`config.mk`:
```
export PLATFORM = sky130hd
export DESIGN_NAME = dm_access_ctrl_flat
export DESIGN_NICKNAME = d
export VERILOG_FILES = /design/src/rtl/dm_pkg.sv /design/src/rtl/dm_access_ctrl_if.sv /design/src/rtl/dm_load_ext.sv /design/src/rtl/dm_access_ctrl.sv /design/src/flat_wrapper.sv
export SDC_FILE = /design/constraint.sdc
export NUM_CORES = 1
export LEC_CHECK = 0
export BUFFER_PORTS_ARGS = -buffer_cell sky130_fd_sc_hd__buf_2
export CORE_MARGIN = 2
export CORE_UTILIZATION = 43
export DETAILED_ROUTE_END_ITERATION = 16
export PLACE_DENSITY = 0.76
export SYNTH_ARGS = -nofsm -noshare
export SYNTH_HDL_FRONTEND = slang
export SYNTH_SLANG_ARGS = --single-unit
export TNS_END_PERCENT = 50
```
`constraint.sdc`:
```
create_clock -name clk -period 2.95 [get_ports clk]
set_input_delay 0.295 -clock clk [delete_from_list [all_inputs] [get_ports clk]]
set_output_delay 0.295 -clock clk [all_outputs]
set_load 0.02 [all_outputs]
```
`src/rtl/dm_pkg.sv`:
```
// Shared encodings and default address map for the data-memory access controller.
package dm_pkg;

    typedef logic [3:0] op_t;

    localparam op_t OP_LB  = 4'd0;
    localparam op_t OP_LBU = 4'd1;
    localparam op_t OP_LH  = 4'd2;
    localparam op_t OP_LHU = 4'd3;
    localparam op_t OP_LW  = 4'd4;
    localparam op_t OP_SB  = 4'd5;
    localparam op_t OP_SH  = 4'd6;
    localparam op_t OP_SW  = 4'd7;

    localparam logic [4:0] EXC_ADEL = 5'd4;
    localparam logic [4:0] EXC_ADES = 5'd5;

    localparam logic [31:0] DEF_DM_BYTES = 32'h0000_3000;
    localparam int DEF_N_DEV = 3;
    localparam logic [DEF_N_DEV*32-1:0] DEF_DEV_BASE = {32'h0000_7f20, 32'h0000_7f10, 32'h0000_7f00};
    localparam logic [DEF_N_DEV*32-1:0] DEF_DEV_LAST = {32'h0000_7f23, 32'h0000_7f1b, 32'h0000_7f0b};

    // Request captured when the controller enters WAIT.
    typedef struct packed {
        op_t         op;
        logic [31:0] addr;
        logic [31:0] wdata;
    } req_t;

    function automatic logic is_store(op_t op);
        return (op == OP_SB) || (op == OP_SH) || (op == OP_SW);
    endfunction

endpackage

```
`src/rtl/dm_access_ctrl_if.sv`:
```
// Memory bus between the access controller (master) and memory/devices (slave).
interface dm_access_ctrl_if;
    logic        bus_req;
    logic        bus_we;
    logic [31:0] bus_addr;
    logic [3:0]  bus_byteen;
    logic [31:0] bus_wdata;
    logic        bus_ack;
    logic [31:0] bus_rdata;

    modport master (
        output bus_req, bus_we, bus_addr, bus_byteen, bus_wdata,
        input  bus_ack, bus_rdata
    );

    modport slave (
        input  bus_req, bus_we, bus_addr, bus_byteen, bus_wdata,
        output bus_ack, bus_rdata
    );
endinterface

```
`src/rtl/dm_load_ext.sv`:
```
// Selects the addressed byte/half of a bus read word and sign- or zero-extends it.
module dm_load_ext
    import dm_pkg::*;
(
    input  op_t         op,
    input  logic [1:0]  addr,
    input  logic [31:0] rdata,
    output logic [31:0] data
);

    logic [7:0]  byte_sel;
    logic [15:0] half_sel;

    always_comb begin
        byte_sel = rdata[{addr, 3'b000} +: 8];
        half_sel = addr[1] ? rdata[31:16] : rdata[15:0];
        case (op)
            OP_LB:   data = {{24{byte_sel[7]}}, byte_sel};
            OP_LBU:  data = {24'h0, byte_sel};
            OP_LH:   data = {{16{half_sel[15]}}, half_sel};
            OP_LHU:  data = {16'h0, half_sel};
            OP_LW:   data = rdata;
            default: data = 32'h0;
        endcase
    end

endmodule

```
`src/rtl/dm_access_ctrl.sv`:
```
// Load/store access controller: legality check, single-outstanding bus access, load extension.
// Optional bus timeout abort enabled by defining DM_ACCESS_TIMEOUT_EN.
module dm_access_ctrl
    import dm_pkg::*;
#(
    parameter logic [31:0]          DM_BYTES    = DEF_DM_BYTES,
    parameter int                   N_DEV       = DEF_N_DEV,
    parameter logic [N_DEV*32-1:0]  DEV_BASE    = DEF_DEV_BASE,
    parameter logic [N_DEV*32-1:0]  DEV_LAST    = DEF_DEV_LAST,
    parameter int                   TIMEOUT_CYC = 15
) (
    input  logic               clk,
    input  logic               reset_n,
    input  logic               in_valid,
    input  op_t                in_op,
    input  logic [31:0]        in_addr,
    input  logic [31:0]        in_wdata,
    input  logic               flush,
    dm_access_ctrl_if.master   bus,
    output logic               stall,
    output logic               rsp_valid,
    output logic [31:0]        rsp_rdata,
    output logic               exc_valid,
    output logic [4:0]         exc_code
);

    localparam logic [0:0] S_IDLE = 1'b0;
    localparam logic [0:0] S_WAIT = 1'b1;

    if (TIMEOUT_CYC < 1) begin : g_bad_timeout
        $error("TIMEOUT_CYC must be at least 1");
    end

    logic [0:0]  state;
    req_t        req_q;
    logic        waiting;
    logic        in_dm, in_dev, cnt_hit, known, legal;
    logic        start, illegal, done, tmo;
    logic [31:0] cnt_word;
    logic [31:0] ext_data;

    function automatic logic [3:0] lane_en(op_t op, logic [1:0] a);
        case (op)
            OP_SB:   lane_en = 4'b0001 << a;
            OP_SH:   lane_en = a[1] ? 4'b1100 : 4'b0011;
            OP_SW:   lane_en = 4'b1111;
            default: lane_en = 4'b0000;
        endcase
    endfunction

    function automatic logic [31:0] lane_data(op_t op, logic [31:0] d);
        case (op)
            OP_SB:   lane_data = {4{d[7:0]}};
            OP_SH:   lane_data = {2{d[15:0]}};
            default: lane_data = d;
        endcase
    endfunction

    assign waiting = (state == S_WAIT);

    // The count register sits at base+8 of each window and is read-only.
    always_comb begin
        in_dev   = 1'b0;
        cnt_hit  = 1'b0;
        cnt_word = 32'h0;
        for (int i = 0; i < N_DEV; i++) begin
            cnt_word = DEV_BASE[i*32 +: 32] + 32'd8;
            if (in_addr >= DEV_BASE[i*32 +: 32] && in_addr <= DEV_LAST[i*32 +: 32])
                in_dev = 1'b1;
            if (in_addr[31:2] == cnt_word[31:2])
                cnt_hit = 1'b1;
        end
    end

    assign in_dm = (in_addr < DM_BYTES);
    assign known = (in_op <= OP_SW);

    always_comb begin
        case (in_op)
            OP_LB, OP_LBU, OP_SB: legal = in_dm;
            OP_LH, OP_LHU, OP_SH: legal = in_dm && !in_addr[0];
            OP_LW:                legal = (in_addr[1:0] == 2'b00) && (in_dm || in_dev);
            OP_SW:                legal = (in_addr[1:0] == 2'b00) && (in_dm || in_dev) && !cnt_hit;
            default:              legal = 1'b0;
        endcase
    end

    assign start   = !waiting && in_valid && !flush && legal;
    assign illegal = !waiting && in_valid && !flush && known && !legal;
    assign done    = waiting && bus.bus_ack && !flush;

`ifdef DM_ACCESS_TIMEOUT_EN
    localparam int CNT_W = $clog2(TIMEOUT_CYC + 1);
    logic [CNT_W-1:0] wait_cnt;

    always_ff @(posedge clk or negedge reset_n) begin
        if (!reset_n)
            wait_cnt <= '0;
        else if (start)
            wait_cnt <= '0;
        else if (waiting)
            wait_cnt <= wait_cnt + 1'b1;
    end

    // An ack arriving in the last allowed cycle still completes normally.
    assign tmo = waiting && !bus.bus_ack && !flush && (wait_cnt == CNT_W'(TIMEOUT_CYC - 1));
`else
    assign tmo = 1'b0;
`endif

    always_ff @(posedge clk or negedge reset_n) begin
        if (!reset_n) begin
            state <= S_IDLE;
            req_q <= '0;
        end else if (start) begin
            state <= S_WAIT;
            req_q <= '{op: in_op, addr: in_addr, wdata: in_wdata};
        end else if (waiting && (flush || bus.bus_ack || tmo)) begin
            state <= S_IDLE;
        end
    end

    dm_load_ext u_load_ext (
        .op    (req_q.op),
        .addr  (req_q.addr[1:0]),
        .rdata (bus.bus_rdata),
        .data  (ext_data)
    );

    assign bus.bus_req    = waiting;
    assign bus.bus_we     = waiting && is_store(req_q.op);
    assign bus.bus_addr   = {req_q.addr[31:2], 2'b00};
    assign bus.bus_byteen = waiting ? lane_en(req_q.op, req_q.addr[1:0]) : 4'b0000;
    assign bus.bus_wdata  = lane_data(req_q.op, req_q.wdata);

    assign stall     = waiting && !done && !tmo;
    assign rsp_valid = done;
    assign rsp_rdata = done ? ext_data : 32'h0;
    assign exc_valid = illegal || tmo;

    always_comb begin
        if (illegal)
            exc_code = is_store(in_op) ? EXC_ADES : EXC_ADEL;
        else if (tmo)
            exc_code = is_store(req_q.op) ? EXC_ADES : EXC_ADEL;
        else
            exc_code = 5'd0;
    end

endmodule

```
`src/flat_wrapper.sv`:
```
// flat-port wrapper written by rule: the top's interface ports become plain ports
module dm_access_ctrl_flat import dm_pkg::*;
#(
    parameter logic [31:0]          DM_BYTES    = DEF_DM_BYTES,
    parameter int                   N_DEV       = DEF_N_DEV,
    parameter logic [N_DEV*32-1:0]  DEV_BASE    = DEF_DEV_BASE,
    parameter logic [N_DEV*32-1:0]  DEV_LAST    = DEF_DEV_LAST,
    parameter int                   TIMEOUT_CYC = 15
)
  (clk, reset_n, in_valid, in_op, in_addr, in_wdata, flush, stall, rsp_valid, rsp_rdata, exc_valid, exc_code, bus_bus_req, bus_bus_we, bus_bus_addr, bus_bus_byteen, bus_bus_wdata, bus_bus_ack, bus_bus_rdata);
  dm_access_ctrl_if bus_i ();
  input  logic clk;
  input  logic reset_n;
  input  logic in_valid;
  input  op_t in_op;
  input  logic [31:0] in_addr;
  input  logic [31:0] in_wdata;
  input  logic flush;
  output logic stall;
  output logic rsp_valid;
  output logic [31:0] rsp_rdata;
  output logic exc_valid;
  output logic [4:0] exc_code;
  output wire logic [$bits(bus_i.bus_req)-1:0] bus_bus_req;
  output wire logic [$bits(bus_i.bus_we)-1:0] bus_bus_we;
  output wire logic [$bits(bus_i.bus_addr)-1:0] bus_bus_addr;
  output wire logic [$bits(bus_i.bus_byteen)-1:0] bus_bus_byteen;
  output wire logic [$bits(bus_i.bus_wdata)-1:0] bus_bus_wdata;
  input wire logic [$bits(bus_i.bus_ack)-1:0] bus_bus_ack;
  input wire logic [$bits(bus_i.bus_rdata)-1:0] bus_bus_rdata;
  assign bus_bus_req = bus_i.bus_req;
  assign bus_bus_we = bus_i.bus_we;
  assign bus_bus_addr = bus_i.bus_addr;
  assign bus_bus_byteen = bus_i.bus_byteen;
  assign bus_bus_wdata = bus_i.bus_wdata;
  assign bus_i.bus_ack = bus_bus_ack;
  assign bus_i.bus_rdata = bus_bus_rdata;
  dm_access_ctrl #(.DM_BYTES(DM_BYTES), .N_DEV(N_DEV), .DEV_BASE(DEV_BASE), .DEV_LAST(DEV_LAST), .TIMEOUT_CYC(TIMEOUT_CYC)) u_core (.clk(clk), .reset_n(reset_n), .in_valid(in_valid), .in_op(in_op), .in_addr(in_addr), .in_wdata(in_wdata), .flush(flush), .bus(bus_i), .stall(stall), .rsp_valid(rsp_valid), .rsp_rdata(rsp_rdata), .exc_valid(exc_valid), .exc_code(exc_code));
endmodule
```
==> reports/results.tsv, run 1 <==
stage	metric	value	unit
flow_run	MaxCap Viol Count	0	
critical_path	nature of the critical path startpoint	flip-flop	
detailed_routing	Metal-1 WL	4955	um
clock_network	clock network latency to the later pin of the worst-skew pair	0.34	ns
final_layout	diodes inserted	0	
critical_path	cell at the slowest stage of the critical path	o21ai_2	
placed_design	routability-driven placement congestion ratio	0.9145	
clock_network	Inserted Clock Buffers	9	
global_route	pin count of the biggest net entering global routing	40	
detailed_routing	total wire length	11510	um
timing	time the worst path needs with I/O delays and setup	2.794	ns
clock_network	CTS Buffer Depth	2	
die	Die Area	0.01100	sq mm
logic_synthesis	leading register cell type out of synthesis	dfrtp_1	
final_layout	Finished Core Util	55.36	%
logic_synthesis	portion of synthesized cell area occupied by the leading cell type	39.46	%
detailed_routing	via count of the routed design	3733	
global_route	remaining global-route overflow	0	
final_layout	count of filler cells inserted in the layout	928	
power_and_ir_drop	share of total power in the clock network	43.7	%
logic_synthesis	most frequent cell after synthesis	dfrtp_1	
final_layout	fraction of final layout cells sized beyond drive strength 1	55.19	%
power_and_ir_drop	Internal Dissipation	1.498	mW
die	width of the die	104.9	um
clock_network	post-cts gate resize count	0	
timing	Slew @ Worst Pin	1.206	ns
power_and_ir_drop	total leakage power	3.133	nW
global_route	number of global-route vias before repair	3611	
detailed_routing	routed wl met3	787	um
logic_synthesis	synthesized instance count	403	
detailed_routing	Via-to-Cell Ratio	5.250	
logic_synthesis	Distinct cells, synth	45	
run_status	run status	finished, final reports clean	
timing	worst slew slack as a fraction of its limit	19.58	%
clock_network	htree depth	3	
hold_path	path category of the worst min-delay check	in2async	
timing	setup tns final	0	ns
detailed_routing	Pre-antenna DRT Iters	7	
detailed_routing	routed length per instance	16.19	um
timing	worst hold slack after final layout	0.02724	ns
critical_path	flop-to-flop setup slack	0.26	ns
clock_network	CTS Root Buffer Type	clkbuf_8	
timing	upper clock frequency limit	357.9	MHz
logic_synthesis	cell type contributing the most total cell area after synthesis	dfrtp_1	
detailed_routing	number of violations reported at the end of detailed-routing iteration 0	285	
die	die boundary height	104.9	um
critical_path	WS Path Type	reg2out	
power_and_ir_drop	combinational share of power	8.1	%
final_layout	fin area	0.005436	sq mm
global_route	total routing usage reported by global routing	20.45	%
timing	final period utilization	94.70	%
critical_path	critical path, cell by cell	nor3_1 -> o21ai_2 -> a21oi_1 -> buf_2	
detailed_routing	Residual DRC	0	
critical_path	stage delay of the slowest cell on the critical path	0.96	ns
critical_path	largest driver fanout on the critical path	32	
placed_design	number of buffers added on ports	209	
clock_network	clock transition at the registers of the reported paths	0.08	ns
die	core box area	0.009819	sq mm
timing	setup repair after global routing missed its margin	false	
die	# IOs	215	
timing	endpoints failing hold	0	
final_layout	final net count	678	
placed_design	estimated wirelength of the detail-placed design	8700	um
power_and_ir_drop	switch share	23.70	%
power_and_ir_drop	power density over the cells	361.1	mW/mm^2
logic_synthesis	Cell Area, Synth	0.004375	sq mm
logic_synthesis	Seq/Total Area, Yosys	39.46	%
detailed_routing	Top Layer Used	met4	
power_and_ir_drop	Reg power frac	48.1	%
global_route	first-pass GRT wire length	18170	um
clock_network	CTS sink cnt	69	
global_route	antenna violations before repair	0	
power_and_ir_drop	Final Power	1.963	mW
clock_network	post-CTS setup-driven buffer insertion count	0	
critical_path	endpoint type of the worst setup path	output pin	
clock_network	number of hold buffers added after CTS	0	
timing	worst setup skew after layout	0.01142	ns
logic_synthesis	most frequent cells after synthesis	dfrtp_1 (69), mux2_4 (50), buf_4 (44), nand2_1 (42), a21oi_1 (32)	
die	standard-cell rows	36	
power_and_ir_drop	P_sw	0.4652	mW
die	starting utilization of the core area	44.56	%
power_and_ir_drop	Peak supply drop	256.0	uV
logic_synthesis	Mapped Avg Cell Area	10.86	sq um
timing	final number of max-transition violations	0	
logic_synthesis	ranking of synthesized cells by area	dfrtp_1 (39%), mux2_4 (17%), buf_4 (7.5%)	
timing	number of setup violations in the final report	0	
critical_path	endpoint required time on the critical path	2.65	ns
logic_synthesis	Post-synth EDFFs	0	
detailed_routing	routed length on met2	5467	um
detailed_routing	antenna viol nets, final	0	
final_layout	area added between synthesis and finish	24.25	%
critical_path	arrival time reported for the critical path endpoint	2.50	ns
logic_synthesis	count of warnings emitted by yosys	0	
logic_synthesis	FF+latch count, synth	69	
clock_network	CTS tree	done	
logic_synthesis	ys async rst share	100.0	%
placed_design	DP Area	0.005214	sq mm
[critical path, delay by kind of cell (launching register included)]
family	cells	cell delay (ns)
AOI/OAI and AO/OA	2	1.11
DFF	1	0.65
and+or+nand+nor	1	0.15
buffers and inverters	1	0.23
[layer usage]
layer / track usage, % / up-vias
li1: - / 1738
met1: 27.65 / 1807
met2: 32.00 / 163
met3: 5.053 / 25
met4: 7.048 / 0
met5: 0 / -
[cell usage in the layout (no fill, tap or decap), types with 5 or more instances in the layout]
master    count
o21ai_0       6
nor2_1       20
conb_1        5
nand2_1      42
a222oi_1      7
a22oi_1      16
clkbuf_8      9
buf_2       209
mux2_4       50
and2_1       18
nor3_1        5
mux2_2       23
nand2b_1      5
buf_4        10
a21oi_1      32
dfrtp_1      69
[cell type report]
type	instances	area, sq um	share of cell area (%)
clock inverters	7	98.84	1.818
clock buffers	9	123.9	2.278
flip-flops and latches	69	1727	31.76
multi-input cells	270	2152	39.59
inverters	2	7.507	0.1381
repair buffers	221	1161	21.36
well taps	133	166.4	3.061
[registers in the layout, indices dropped and copies added (netlist names)]
register,count
u_core.bus.bus_addr,30
u_core.bus.bus_req,1
u_core.req_q,38
[power by group through the flow]
stage | combinational, mW | sequential, mW | clock [mW]
after floorplan | 0.0453 | 0.964 | 0
after global placement | 0.155 | 0.964 | 0
after detailed placement | 0.159 | 0.964 | 0
after CTS | 0.160 | 0.945 | 0.881
after global routing | 0.176 | 0.945 | 0.937
final | 0.159 | 0.945 | 0.859
[cell families (layout without fill, tap and decap cells)]
logic type	after synthesis	after routing	share of synthesized area, %
and+or+nand+nor	116	116	13.58
xor gates and xnor gates	1	1	0.2002
AOI/OAI and AO/OA	73	73	10.87
buffers and inverters	68	239	11.98
muxes	75	75	23.82
other	1	5	0.08571
DFF	69	69	39.46
[through the flow]
stage | cells | setup slack (ns)
CTS | 711 | 0.2235
global route | 711 | 0.03175
finish | 711 | 0.1562
floorplan | 407 | 0.4009
detailed placement | 695 | 0.2546
global placement | 695 | 0.2916
[path summary, 6_finish.rpt]
| check | cells past startpoint | to | from |
|---|---|---|---|
| setup / recovery | 4 | rsp_rdata[26] | u_core.req_q[65]$_DFFE_PN0P_ |
| hold / removal | 1 | u_core.req_q[18]$_DFFE_PN0P_ | reset_n |
| setup reg to reg | 5 | u_core.req_q[22]$_DFFE_PN0P_ | u_core.bus.bus_req$_DFFE_PN0P_ |
| hold reg to reg | 1 | u_core.bus.bus_addr[27]$_DFFE_PN0P_ | u_core.bus.bus_addr[27]$_DFFE_PN0P_ |
| max in group asynchronous | 2 | u_core.bus.bus_addr[26]$_DFFE_PN0P_ | reset_n |
| min in group clk | 2 | u_core.bus.bus_req$_DFFE_PN0P_ | bus_bus_ack |
Note: power is estimated with default switching activity, not from simulation.
==> run 2, diff against run 1 <==
--- a/config.mk
+++ b/config.mk
@@ -7,9 +7,10 @@
 export LEC_CHECK = 0
 export BUFFER_PORTS_ARGS = -buffer_cell sky130_fd_sc_hd__buf_2
 export CORE_MARGIN = 2
-export CORE_UTILIZATION = 43
+export CORE_UTILIZATION = 42
 export DETAILED_ROUTE_END_ITERATION = 16
-export PLACE_DENSITY = 0.76
+export PLACE_DENSITY = 0.77
+export REMOVE_ABC_BUFFERS = 1
 export SYNTH_ARGS = -nofsm -noshare
 export SYNTH_HDL_FRONTEND = slang
 export SYNTH_SLANG_ARGS = --single-unit
==> constraint.sdc (replaced) <==
create_clock -name clk -period 2.5 [get_ports clk]
set_input_delay 0.25 -clock clk [delete_from_list [all_inputs] [get_ports clk]]
set_output_delay 0.25 -clock clk [all_outputs]
set_load 0.02 [all_outputs]
==> run 2 against run 1 <==
Compared with the run above:
- via count rose by 0.13%
- clock-buffer cell count stayed put
- sequential power grew 19%
- hold slack improved by 0.11 ns
- final area is 2.7% higher
- register-to-register slack got worse by 0.04 ns
- combinational power increased by 23%
- wire length about the same
- flip-flop and latch count is the same
- sequential share of layout area is 0.82 points lower
- clock skew decreased by 0.00097 ns
- critical path type unchanged
- critical endpoint is now rsp_rdata[20]
- highest routed layer unchanged
==> reports/results.tsv, run 2 (synthesized netlist as in run 1, its figures left out) <==
stage	metric	value	unit
clock_network	Inserted Clock Buffers	9	
timing	worst setup skew after layout	0.01046	ns
final_layout	final cell count without fillers	725	
timing	setup repair after global routing missed its margin	true	
clock_network	clock network latency to the later pin of the worst-skew pair	0.34	ns
global_route	total routing usage reported by global routing	19.88	%
critical_path	cell at the slowest stage of the critical path	mux4_2	
clock_network	CTS Buffer Depth	2	
detailed_routing	total wire length	11520	um
die	core box area	0.01023	sq mm
power_and_ir_drop	Peak supply drop	217.8	uV
die	standard-cell rows	37	
die	die boundary height	106.1	um
detailed_routing	Pre-antenna DRT Iters	6	
final_layout	fin area	0.005585	sq mm
die	Die Area	0.01125	sq mm
critical_path	critical path, cell by cell	mux4_2 -> o211ai_1 -> buf_4 -> a21oi_1 -> buf_2	
critical_path	Worst Path Buf+Inv	2	
critical_path	largest driver fanout on the critical path	16	
flow_run	MaxCap Viol Count	0	
global_route	antenna violations before repair	0	
timing	worst hold slack after final layout	0.1363	ns
timing	time the worst path needs with I/O delays and setup	2.412	ns
final_layout	diodes inserted	0	
timing	upper clock frequency limit	414.7	MHz
placed_design	estimated wirelength of the detail-placed design	8545	um
critical_path	stage delay of the slowest cell on the critical path	0.60	ns
detailed_routing	via count of the routed design	3738	
timing	final setup slack of the worst path	0.08833	ns
critical_path	WS Path Type	reg2out	
final_layout	largest reg by FF count	u_core.req_q	
timing	final number of max-transition violations	0	
clock_network	CTS sink cnt	69	
detailed_routing	routed length per instance	15.89	um
final_layout	final net count	690	
timing	endpoints failing hold	0	
final_layout	count of filler cells inserted in the layout	929	
placed_design	routability-driven placement congestion ratio	0.8290	
global_route	pin count of the biggest net entering global routing	39	
final_layout	leading cell types in the layout, fill and taps excluded	buf_2 (209), dfrtp_1 (68), mux2_4 (50)	
critical_path	arrival time reported for the critical path endpoint	2.16	ns
die	width of the die	106.1	um
timing	final period utilization	96.47	%
global_route	remaining global-route overflow	0	
critical_path	nature of the critical path startpoint	flip-flop	
placed_design	Cell Count Post-Placement	707	
final_layout	flip-flop count of the largest register, all copies and words added	38	
final_layout	most common cell after layout, fill and taps aside	buf_2	
critical_path	endpoint type of the worst setup path	output pin	
die	# IOs	215	
placed_design	number of buffers added on ports	209	
detailed_routing	number of violations reported at the end of detailed-routing iteration 0	285	
die	starting utilization of the core area	42.77	%
final_layout	fraction of final layout cells sized beyond drive strength 1	57.39	%
placed_design	DP Worst Slack	-0.06374	ns
timing	setup tns final	0	ns
global_route	number of global-route vias before repair	3609	
run_status	run status	finished, final reports clean	
hold_path	path category of the worst min-delay check	in2reg	
detailed_routing	Residual DRC	0	
timing	number of setup violations in the final report	0	
timing	worst slew slack as a fraction of its limit	50.40	%
clock_network	CTS Root Buffer Type	clkbuf_8	
clock_network	htree depth	3	
final_layout	area added between synthesis and finish	27.65	%
power_and_ir_drop	power density over the cells	392.8	mW/mm^2
power_and_ir_drop	total leakage power	3.201	nW
critical_path	Worst path top cell family by delay	multiplexers	
detailed_routing	Via-to-Cell Ratio	5.156	
clock_network	clock transition at the registers of the reported paths	0.07	ns
critical_path	endpoint required time on the critical path	2.25	ns
detailed_routing	antenna viol nets, final	0	
timing	Slew @ Worst Pin	0.7440	ns
global_route	first-pass GRT wire length	18070	um
placed_design	DP Area	0.005310	sq mm
clock_network	CTS tree	done	
-- run 2: area by class of cell --
type / count / area (sq um) / area share, %
multi-input cells: 271 / 2220 / 39.74
flip-flops and latches: 69 / 1728 / 30.94
repair buffers: 232 / 1271 / 22.76
well taps: 136 / 170.2 / 3.047
clock buffers: 9 / 123.9 / 2.218
clock inverters: 6 / 65.06 / 1.165
inverters: 2 / 7.507 / 0.1344
-- run 2: power by group --
group          leakage (nW)  total, mW  switching, mW  internal (mW)
Combinational          2.14      0.195          0.103         0.0911
Sequential            0.963       1.12     0.00000305           1.12
Clock                0.0950      0.884          0.429          0.455
Total                  3.20       2.19          0.533           1.66
-- run 2: through the flow --
stage,utilization [%],power (mW)
floorplan,-,1.184
global placement,51.90,1.321
detailed placement,51.90,1.327
CTS,54.02,2.216
global route,54.59,2.291
finish,54.59,2.194
-- run 2: path summary, 6_finish.rpt --
check                           cells after the start                           startpoint  slack, ns                                  end
min in group asynchronous                           2                              reset_n       0.51  u_core.bus.bus_addr[28]$_DFFE_PN0P_
worst max-delay path                                5         u_core.req_q[33]$_DFFE_PN0P_       0.09                        rsp_rdata[20]
worst min-delay path                                2                          bus_bus_ack       0.14       u_core.bus.bus_req$_DFFE_PN0P_
worst min register to register                      1  u_core.bus.bus_addr[28]$_DFFE_PN0P_       0.49  u_core.bus.bus_addr[28]$_DFFE_PN0P_
worst max register to register                      5       u_core.bus.bus_req$_DFFE_PN0P_       0.22         u_core.req_q[21]$_DFFE_PN0P_
max in group asynchronous                           3                              reset_n       1.31         u_core.req_q[65]$_DFFE_PN0P_
-- run 2: timing repair --
action	CTS	global route
cloned	0	1
hold endpoints to repair	31	0
setup endpoints to repair	35	40
pin swaps	0	3
gates resized for setup	4	9
setup buffers	0	1
hold buffers	1	0
-- run 2: routing by layer --
| metal | up-vias | part of all wire, % | track usage (%) | wire [um] |
|---|---|---|---|---|
| met5 | - | 0 | 0 | 0 |
| met4 | 0 | 0.96 | 3.853 | 111 |
| met3 | 14 | 6.8 | 4.660 | 779 |
| met2 | 151 | 49 | 32.58 | 5644 |
| met1 | 1812 | 43 | 27.11 | 4987 |
| li1 | 1761 | - | - | - |
